<file path="config.mk">
export PLATFORM = sky130hd
export DESIGN_NAME = logic_gate_pipe_flat
export DESIGN_NICKNAME = d
export VERILOG_FILES = /design/src/rtl/logic_gate_pkg.sv /design/src/rtl/logic_gate_pipe_if.sv /design/src/rtl/logic_gate_op.sv /design/src/rtl/logic_gate_pipe.sv /design/src/flat_wrapper.sv
export SDC_FILE = /design/constraint.sdc
export NUM_CORES = 1
export LEC_CHECK = 0
export ABC_CLOCK_PERIOD_IN_PS = 1870
export CORE_MARGIN = 2
export CORE_UTILIZATION = 65
export CTS_BUF_LIST = sky130_fd_sc_hd__clkbuf_8
export DETAILED_ROUTE_END_ITERATION = 10
export DONT_BUFFER_PORTS = 1
export PLACE_DENSITY = 0.82
export RECOVER_POWER = 100
export SYNTH_ARGS = -nofsm -noshare
export SYNTH_HDL_FRONTEND = slang
export SYNTH_HIERARCHICAL = 1
export SYNTH_SLANG_ARGS = --single-unit
export TNS_END_PERCENT = 20
</file>
<file path="constraint.sdc">
create_clock -name clk -period 1.87 [get_ports clk]
set_clock_uncertainty 0.1 [all_clocks]
set_input_delay 0.374 -clock clk [delete_from_list [all_inputs] [get_ports clk]]
set_output_delay 0.374 -clock clk [all_outputs]
set_load 0.02 [all_outputs]
</file>
<file path="src/rtl/logic_gate_pkg.sv">
// Shared operation encodings for the logic gate pipeline and its bench.
package logic_gate_pkg;

  typedef enum logic [2:0] {
    OP_AND   = 3'b000,
    OP_OR    = 3'b001,
    OP_XOR   = 3'b010,
    OP_XNOR  = 3'b011,
    OP_NAND  = 3'b100,
    OP_NOR   = 3'b101,
    OP_NOTA  = 3'b110,
    OP_PASSA = 3'b111
  } op_e;

endpackage

</file>
<file path="src/rtl/logic_gate_pipe_if.sv">
// Operand/result bus of the logic gate pipeline; slave is the pipeline side.
interface logic_gate_pipe_if #(
  parameter int WIDTH = 8,
  parameter int DEPTH = 3
);
  localparam int CW = $clog2(DEPTH + 1);

  logic [WIDTH-1:0] a;
  logic [WIDTH-1:0] b;
  logic [2:0]       op;
  logic             in_valid;
  logic             in_ready;
  logic [WIDTH-1:0] x;
  logic             out_valid;
  logic             out_ready;
  logic [CW-1:0]    count;

  modport master (
    output a, b, op, in_valid, out_ready,
    input  in_ready, x, out_valid, count
  );

  modport slave (
    input  a, b, op, in_valid, out_ready,
    output in_ready, x, out_valid, count
  );
endinterface

</file>
<file path="src/rtl/logic_gate_op.sv">
// Combinational bitwise operation decoder feeding the first pipeline stage.
module logic_gate_op
  import logic_gate_pkg::*;
#(
  parameter int WIDTH = 8
) (
  input  logic [WIDTH-1:0] a_i,
  input  logic [WIDTH-1:0] b_i,
  input  logic [2:0]       op_i,
  output logic [WIDTH-1:0] x_o
);

  always_comb begin
    x_o = a_i;
    case (op_e'(op_i))
      OP_AND:   x_o = a_i & b_i;
      OP_OR:    x_o = a_i | b_i;
      OP_XOR:   x_o = a_i ^ b_i;
      OP_XNOR:  x_o = ~(a_i ^ b_i);
      OP_NAND:  x_o = ~(a_i & b_i);
      OP_NOR:   x_o = ~(a_i | b_i);
      OP_NOTA:  x_o = ~a_i;
      OP_PASSA: x_o = a_i;
    endcase
  end

endmodule

</file>
<file path="src/rtl/logic_gate_pipe.sv">
// Elastic DEPTH-stage pipeline carrying bitwise gate results; bubbles collapse
// under back-pressure and COUNT tracks occupancy.
module logic_gate_pipe
  import logic_gate_pkg::*;
#(
  parameter int WIDTH = 8,
  parameter int DEPTH = 3
) (
  input logic             clk,
  input logic             rst_n,
  logic_gate_pipe_if.slave bus
);

  localparam int CW = $clog2(DEPTH + 1);

  logic [WIDTH-1:0]            res;
  logic [DEPTH-1:0]            vld_q;
  logic [DEPTH-1:0][WIDTH-1:0] data_q;
  logic [DEPTH-1:0]            adv, load;
  logic [CW-1:0]               count_q, count_d;
  logic                        acc, xfer;

  logic_gate_op #(.WIDTH(WIDTH)) u_op (
    .a_i  (bus.a),
    .b_i  (bus.b),
    .op_i (bus.op),
    .x_o  (res)
  );

  // Ready propagates from the output end back to stage 0 in one pass.
  always_comb begin
    adv = '0;
    load = '0;
    adv[DEPTH-1]  = vld_q[DEPTH-1] & bus.out_ready;
    load[DEPTH-1] = ~vld_q[DEPTH-1] | adv[DEPTH-1];
    for (int k = DEPTH - 2; k >= 0; k--) begin
      adv[k]  = vld_q[k] & load[k+1];
      load[k] = ~vld_q[k] | adv[k];
    end
  end

  assign acc  = bus.in_valid & load[0];
  assign xfer = adv[DEPTH-1];

  always_comb begin
    count_d = count_q;
    case ({acc, xfer})
      2'b10:   count_d = count_q + CW'(1);
      2'b01:   count_d = count_q - CW'(1);
      default: count_d = count_q;
    endcase
  end

  always_ff @(posedge clk or negedge rst_n) begin
    if (!rst_n) begin
      vld_q   <= '0;
      data_q  <= '0;
      count_q <= '0;
    end else begin
      count_q <= count_d;
      if (load[0]) begin
        vld_q[0] <= bus.in_valid;
        if (bus.in_valid) data_q[0] <= res;
      end
      // Data registers only move with valid data so bubbles keep X stable.
      for (int k = 1; k < DEPTH; k++) begin
        if (load[k]) begin
          vld_q[k] <= vld_q[k-1];
          if (vld_q[k-1]) data_q[k] <= data_q[k-1];
        end
      end
    end
  end

  assign bus.in_ready  = load[0];
  assign bus.out_valid = vld_q[DEPTH-1];
  assign bus.x         = data_q[DEPTH-1];
  assign bus.count     = count_q;

endmodule

</file>
<file path="src/flat_wrapper.sv">
// flat-port wrapper written by rule: the top's interface ports become plain ports
module logic_gate_pipe_flat import logic_gate_pkg::*;
#(
  parameter int WIDTH = 8,
  parameter int DEPTH = 3
)
  (clk, rst_n, bus_a, bus_b, bus_op, bus_in_valid, bus_out_ready, bus_in_ready, bus_x, bus_out_valid, bus_count);
  logic_gate_pipe_if #(.WIDTH(WIDTH), .DEPTH(DEPTH)) bus_i ();
  input logic clk;
  input logic rst_n;
  input wire logic [$bits(bus_i.a)-1:0] bus_a;
  input wire logic [$bits(bus_i.b)-1:0] bus_b;
  input wire logic [$bits(bus_i.op)-1:0] bus_op;
  input wire logic [$bits(bus_i.in_valid)-1:0] bus_in_valid;
  input wire logic [$bits(bus_i.out_ready)-1:0] bus_out_ready;
  output wire logic [$bits(bus_i.in_ready)-1:0] bus_in_ready;
  output wire logic [$bits(bus_i.x)-1:0] bus_x;
  output wire logic [$bits(bus_i.out_valid)-1:0] bus_out_valid;
  output wire logic [$bits(bus_i.count)-1:0] bus_count;
  assign bus_i.a = bus_a;
  assign bus_i.b = bus_b;
  assign bus_i.op = bus_op;
  assign bus_i.in_valid = bus_in_valid;
  assign bus_i.out_ready = bus_out_ready;
  assign bus_in_ready = bus_i.in_ready;
  assign bus_x = bus_i.x;
  assign bus_out_valid = bus_i.out_valid;
  assign bus_count = bus_i.count;
  logic_gate_pipe #(.WIDTH(WIDTH), .DEPTH(DEPTH)) u_core (.clk(clk), .rst_n(rst_n), .bus(bus_i));
endmodule
</file>
==> impl_metrics.py, run 1 <==
metrics = {
    "floorplan": {
        "ios": 35,
        "start_util_pct": 67.1,
        "die_area_um2": 3530,
        "die_w_um": 59.4,
        "die_y_um": 59.4,
        "rows": 20,
        "fp.coreArea_um2": 2980,
    },
    "critical_path": {
        "path_depth": 4,
        "crit_type": "reg2reg",
        "cp_slowest_cell": "dfrtp_1",
        "reg2reg_from": "u_core/vld_q[2]",
        "cp-startpoint": "u_core/vld_q[2]",
        "path_delay_family": "flip-flops",
        "reg2reg_setup_slack_ns": 0.23,
        "arrival_ns": 1.69,
        "cp_slowest_stage_delay_ns": 0.39,
        "worstPathMaxFanout": 8,
        "end_kind": "register",
        "r2r_cells": 4,
        "crit_end": "u_core/data_q[8]",
        "r2r-end": "u_core/data_q[8]",
        "critPathRequiredTime_ns": 1.92,
        "crit_buf_inv": 1,
        "path_cells": "clkbuf_1 > nand3b_1 > nand2_2 > mux2_2",
        "start_kind": "register",
    },
    "outcome": {
        "status": "complete, no violations",
    },
    "route": {
        "wirelength_mm": 3.36,
        "wl_per_cell_um": 15.0,
        "vias": 1347,
        "drc": 0,
        "ant_nets": 0,
        "drt_iter0_drc": 62,
        "first_pass_iters": 5,
        "avgViaCountPerCell": 6.01,
    },
    "final_layout": {
        "final_cell_mix": "dfrtp_1, mux2_2, inv_1",
        "syn2layout_area_growth_pct": 1.63,
        "regArea_um2": 726,
        "postLayoutCoreUtil_pct": 68.2,
        "final_common_cell": "dfrtp_1",
        "fin_nets": 230,
        "antennaDiodeCount": 0,
        "drive_above_1_share_pct": 19.9,
        "n_fill_cell": 235,
        "multi_input_area_um2": 1080,
        "final_area_um2": 2030,
    },
    "clock_network": {
        "cts_resized": 0,
        "clockBufferDepth": 2,
        "root_buffer": "clkbuf_8",
        "post-cts-setup-buffer-count": 0,
        "ctsHoldBuffers": 2,
        "clk_latency_ns": 0.27,
        "path_clk_slew_ns": 0.06,
        "cts_tree": "built",
        "cts_max_level": 2,
        "cts_buffers": 5,
        "cts_sinks": 29,
    },
    "sta": {
        "relSlewSlack_pct": 54.9,
        "fin_ws_ns": 0.230,
        "fin_crit_sh_pct": 87.7,
        "hold_viol": 0,
        "slew_violations": 0,
        "tightest_slew_ns": 0.677,
        "setup_violations": 0,
        "period_needed_ns": 1.64,
        "fin_tns_setup_ns": 0,
        "fmax_mhz": 610,
        "rsz0062_at_grt": "no",
    },
    "power_and_ir_drop": {
        "p_comb_share_pct": 22.5,
        "switching_share_pct": 32.8,
        "clockPowerShare_pct": 22.4,
        "internal_power_w": 0.00136,
        "power_density_nw_per_um2": 1000,
        "power_w": 0.00203,
        "p_seq_share_pct": 55.1,
        "peakVddDrop_uv": 295,
        "p_leak_nw": 0.939,
        "power.switching_w": 0.000666,
    },
    "place": {
        "dp_slack_ns": 0.129,
        "gp_congestion": 0.786,
        "numPortBuffers": 0,
        "post-dp-hpwl_mm": 2.55,
        "place_area_um2": 1940,
    },
    "synthesis": {
        "synth_cells": 195,
        "syn_area_um2": 2000,
        "synth.distinct_cells": 34,
        "synth_fp_nets": 235,
        "synth-seq-cells": 29,
        "ys_warn_count": 6,
        "synth_area_per_cell_um2": 10.2,
        "yosysSeqAreaShare_pct": 36.3,
    },
    "global_route": {
        "antenna_found_initial": 0,
        "met3_usage_pct": 4.37,
        "grt_use_met2_pct": 38.0,
        "grtUsageMet1_pct": 24.2,
        "grt_pass1_wl_mm": 5.69,
        "grt_max_degree": 30,
        "grt_use_total_pct": 21.4,
        "busiest_layer": "met2",
        "grt_pass1_vias": 1354,
        "grt_overflow": 0,
    },
    "flow_run": {
        "maxCapViolCount": 0,
    },
    "worst_hold_path": {
        "hold_class": "in2reg",
    },
}
-- worst min path at each step --
| stage | startpoint | slack [ns] | cells after the start | endpoint |
|---|---|---|---|---|
| after floorplan | rst_n | -0.02 | 0 | u_core/bus.count[0] |
| after global placement | rst_n | -0.02 | 0 | u_core/bus.x[4] |
| after detailed placement | rst_n | -0.02 | 0 | u_core/bus.x[4] |
| after CTS | bus_in_valid | 0.11 | 1 | u_core/vld_q[0] |
| after global routing | bus_in_valid | 0.11 | 1 | u_core/vld_q[0] |
| final | bus_in_valid | 0.12 | 1 | u_core/vld_q[0] |
-- metal layers --
metal | wire, um | vias up
met1 | 1360 | 642
met3 | 192 | 2
met5 | 0 | -
met2 | 1780 | 52
li1 | - | 651
met4 | 31 | 0
-- power groups by stage --
stage | Clock, W | Combinational (W) | Sequential (W)
after floorplan | 0 | 0.000639 | 0.000975
after global placement | 0 | 0.000413 | 0.00112
after detailed placement | 0 | 0.000446 | 0.00113
after CTS | 0.000476 | 0.000468 | 0.00113
after global routing | 0.000510 | 0.000505 | 0.00115
final | 0.000454 | 0.000457 | 0.00112
-- cell usage after synthesis (all sizes together) --
cell     n  area, um^2
a211oi   1        7.51
nand3b   1        7.51
nand4b   2        32.5
nor3b    1        7.51
o21ai    5        25.0
mux2i    4        40.0
clkbuf   1        3.75
xor2     6        52.6
or2      2        12.5
mux2    24         270
nor2     8        30.0
a221oi   5        43.8
nand2b   6        37.5
nand2    4        27.5
inv     23        86.3
nor3    21         105
and2     2        12.5
buf     14        98.8
or2b     1        7.51
nor2b    5        31.3
dfrtp   29         726
xnor2    7        61.3
o32ai    5        51.3
a21o     1        7.51
ha      17         213
-- worst reg2reg max path, cell delays in order (launching register included) --
cell and delay, ns:
dfrtp_1 0.39, clkbuf_1 0.31, nand3b_1 0.16, nand2_2 0.20, mux2_2 0.36
-- cell families (layout without fill, tap and decap cells) --
family                   count (synthesis)  after routing  share of synthesized area [%]
AO/OA/AOI/OAI                           17             17                           6.76
XOR/XNOR                                13             13                           5.70
adder cells (fa/ha/maj)                 17             17                           10.6
buffers and inverters                   38             34                           9.45
flip-flops                              29             29                           36.3
multiplexers                            28             28                           15.5
AND/OR/NAND/NOR                         53             53                           15.6
-- sequential cells by signal (all words and copies together), names as in the netlist --
signal and flops:
u_core/bus.x 8, u_core/vld_q 3, u_core/data_q 16, u_core/bus.count 2
-- cell type report --
| type | count | area share [%] |
|---|---|---|
| Tap cell | 33 | 2.03 |
| Timing Repair Buffer | 3 | 0.924 |
| Multi-Input combinational cell | 128 | 53.0 |
| Sequential cell | 29 | 35.7 |
| Inverter | 23 | 4.25 |
| Clock buffer | 5 | 3.39 |
| Clock inverter | 3 | 0.678 |
-- metrics by stage --
stage / std cells / hold WS (ns)
detailed placement: 214 / -0.0210
global route: 224 / 0.106
finish: 224 / 0.120
CTS: 224 / 0.111
floorplan: 195 / -0.0216
global placement: 214 / -0.0209
Note: power is estimated with default switching activity, not from simulation.
==> inputs of run 2 (changes only) <==
CTS_CLUSTER_DIAMETER = 120   (was default)
==> results of run 2 <==
The final DEF is identical to that of run 1; final timing and power are the same.
==> inputs of run 3 (changes only) <==
CORE_MARGIN = default   (was 2)
==> impl_metrics.py, run 3 (synthesized netlist as in run 1, its figures left out) <==
metrics = {
    "outcome": {
        "violations": "design-rule violations",
        "status": "complete, but fails checks",
    },
    "floorplan": {
        "die_y_um": 57.4,
        "die_w_um": 57.4,
        "start_util_pct": 70.6,
        "ios": 35,
        "rows": 19,
        "fp.coreArea_um2": 2830,
        "die_area_um2": 3300,
    },
    "sta": {
        "fin_ws_ns": 0.224,
        "fin_crit_sh_pct": 88.0,
        "hold_viol": 0,
        "period_needed_ns": 1.65,
        "fin_tns_setup_ns": 0,
        "fmax_mhz": 608,
        "setup_violations": 0,
        "relSlewSlack_pct": 55.3,
        "slew_violations": 0,
        "rsz0062_at_grt": "no",
        "tightest_slew_ns": 0.670,
    },
    "clock_network": {
        "clk_latency_ns": 0.27,
        "cts_max_level": 2,
        "clockBufferDepth": 2,
        "cts_resized": 0,
        "cts_sinks": 29,
        "path_clk_slew_ns": 0.06,
        "cts_buffers": 5,
        "root_buffer": "clkbuf_8",
        "cts_tree": "built",
    },
    "place": {
        "place_inst": 212,
        "numPortBuffers": 0,
        "gp_congestion": 0.800,
        "dp_slack_ns": 0.0690,
        "post-dp-hpwl_mm": 2.62,
        "place_area_um2": 1940,
    },
    "route": {
        "drt_iter0_drc": 70,
        "avgViaCountPerCell": 6.09,
        "ant_nets": 0,
        "wl_per_cell_um": 15.2,
        "first_pass_iters": 7,
        "vias": 1352,
        "drc": 4,
        "wirelength_mm": 3.38,
    },
    "critical_path": {
        "start_kind": "register",
        "cp_slowest_stage_delay_ns": 0.54,
        "path_delay_family": "flip-flops",
        "crit_buf_inv": 1,
        "r2r_cells": 5,
        "arrival_ns": 1.17,
        "reg2reg_setup_slack_ns": 0.24,
        "critPathRequiredTime_ns": 1.40,
        "cp_slowest_cell": "dfrtp_1",
        "crit_type": "reg2out",
        "end_kind": "output pin",
        "path_cells": "nand4b_4 > clkbuf_2",
        "cp-startpoint": "u_core/vld_q[2]",
        "reg2reg_from": "u_core/vld_q[2]",
        "r2r-end": "u_core/bus.count[1]",
        "worstPathMaxFanout": 5,
    },
    "worst_hold_path": {
        "hold_start": "bus_in_valid",
        "hold_class": "in2reg",
        "min_to": "u_core/vld_q[0]",
        "hold_depth": 1,
    },
    "global_route": {
        "grt_max_degree": 30,
        "grt_overflow": 0,
        "grt_use_total_pct": 23.7,
        "grt_pass1_wl_mm": 5.89,
        "antenna_found_initial": 0,
        "grt_pass1_vias": 1346,
    },
    "final_layout": {
        "fin_nets": 230,
        "final_cell_mix": "dfrtp_1, mux2_2, inv_1",
        "n_fill_cell": 218,
        "largest_reg_flops": 16,
        "final_cells": 222,
        "syn2layout_area_growth_pct": 1.31,
        "final_area_um2": 2020,
        "final_common_cell": "dfrtp_1",
        "antennaDiodeCount": 0,
        "regMostFlops": "u_core/data_q",
        "drive_above_1_share_pct": 19.4,
    },
    "power_and_ir_drop": {
        "power_density_nw_per_um2": 1010,
        "clockPowerShare_pct": 22.8,
        "power_w": 0.00205,
        "switching_share_pct": 33.3,
        "internal_power_w": 0.00136,
        "p_comb_share_pct": 22.1,
        "power.switching_w": 0.000682,
        "p_seq_share_pct": 55.1,
        "peakVddDrop_uv": 338,
        "p_leak_nw": 0.942,
    },
    "flow_run": {
        "maxCapViolCount": 0,
    },
}
==> run 3: cell counts in the layout (fill, tap and decap cells not counted) <==
No cell type changed its count.
==> run 3: worst max path at each step <==
stage,to,slack [ns],depth (start not counted)
final,bus_in_ready,0.22,2
after global routing,u_core/bus.count[1],0.13,5
after CTS,bus_in_ready,0.20,2
after detailed placement,u_core/data_q[5],0.07,6
after global placement,u_core/data_q[5],0.19,6
after floorplan,u_core/data_q[1],0.26,7
==> run 3: stage by stage <==
step / utilization (%) / hold slack, ns
floorplan: - / -0.0216
global placement: 68.6 / -0.0210
detailed placement: 68.6 / -0.0211
CTS: 72.6 / 0.108
global route: 71.6 / 0.0964
finish: 71.6 / 0.112
==> run 3: final cells by class <==
type	count	area [um^2]	share of cell area [%]
multi-input combinational	128	1070	52.9
sequential	29	726	35.8
inverter	23	86.3	4.26
clock buffer	5	68.8	3.40
tap	31	38.8	1.92
timing repair buffer	3	20.0	0.989
clock inverter	3	13.8	0.680
==> run 3: routing by layer <==
metal  track usage [%]  share of wire, %  up-vias  routed length, um
li1                  -                 -      644                  -
met1              27.4                42      643               1420
met2              40.5                50       56               1680
met3              6.80               5.4        9                184
met4              11.1               2.6        0                 89
met5                 0                 0        -                  0
==> run 3: timing repair <==
item | CTS | global route
hold buffers | 2 | 0
setup buffers | 0 | 0
endpoints found under the hold margin | 29 | 0
setup endpoints to repair | 0 | 0
==> run 3: power by group through the flow <==
| stage | clock [W] | combinational (W) | sequential (W) |
|---|---|---|---|
| CTS | 0.000482 | 0.000465 | 0.00113 |
| detailed placement | 0 | 0.000444 | 0.00114 |
| global placement | 0 | 0.000408 | 0.00113 |
| global route | 0.000508 | 0.000511 | 0.00116 |
| floorplan | 0 | 0.000639 | 0.000975 |
| finish | 0.000467 | 0.000452 | 0.00113 |
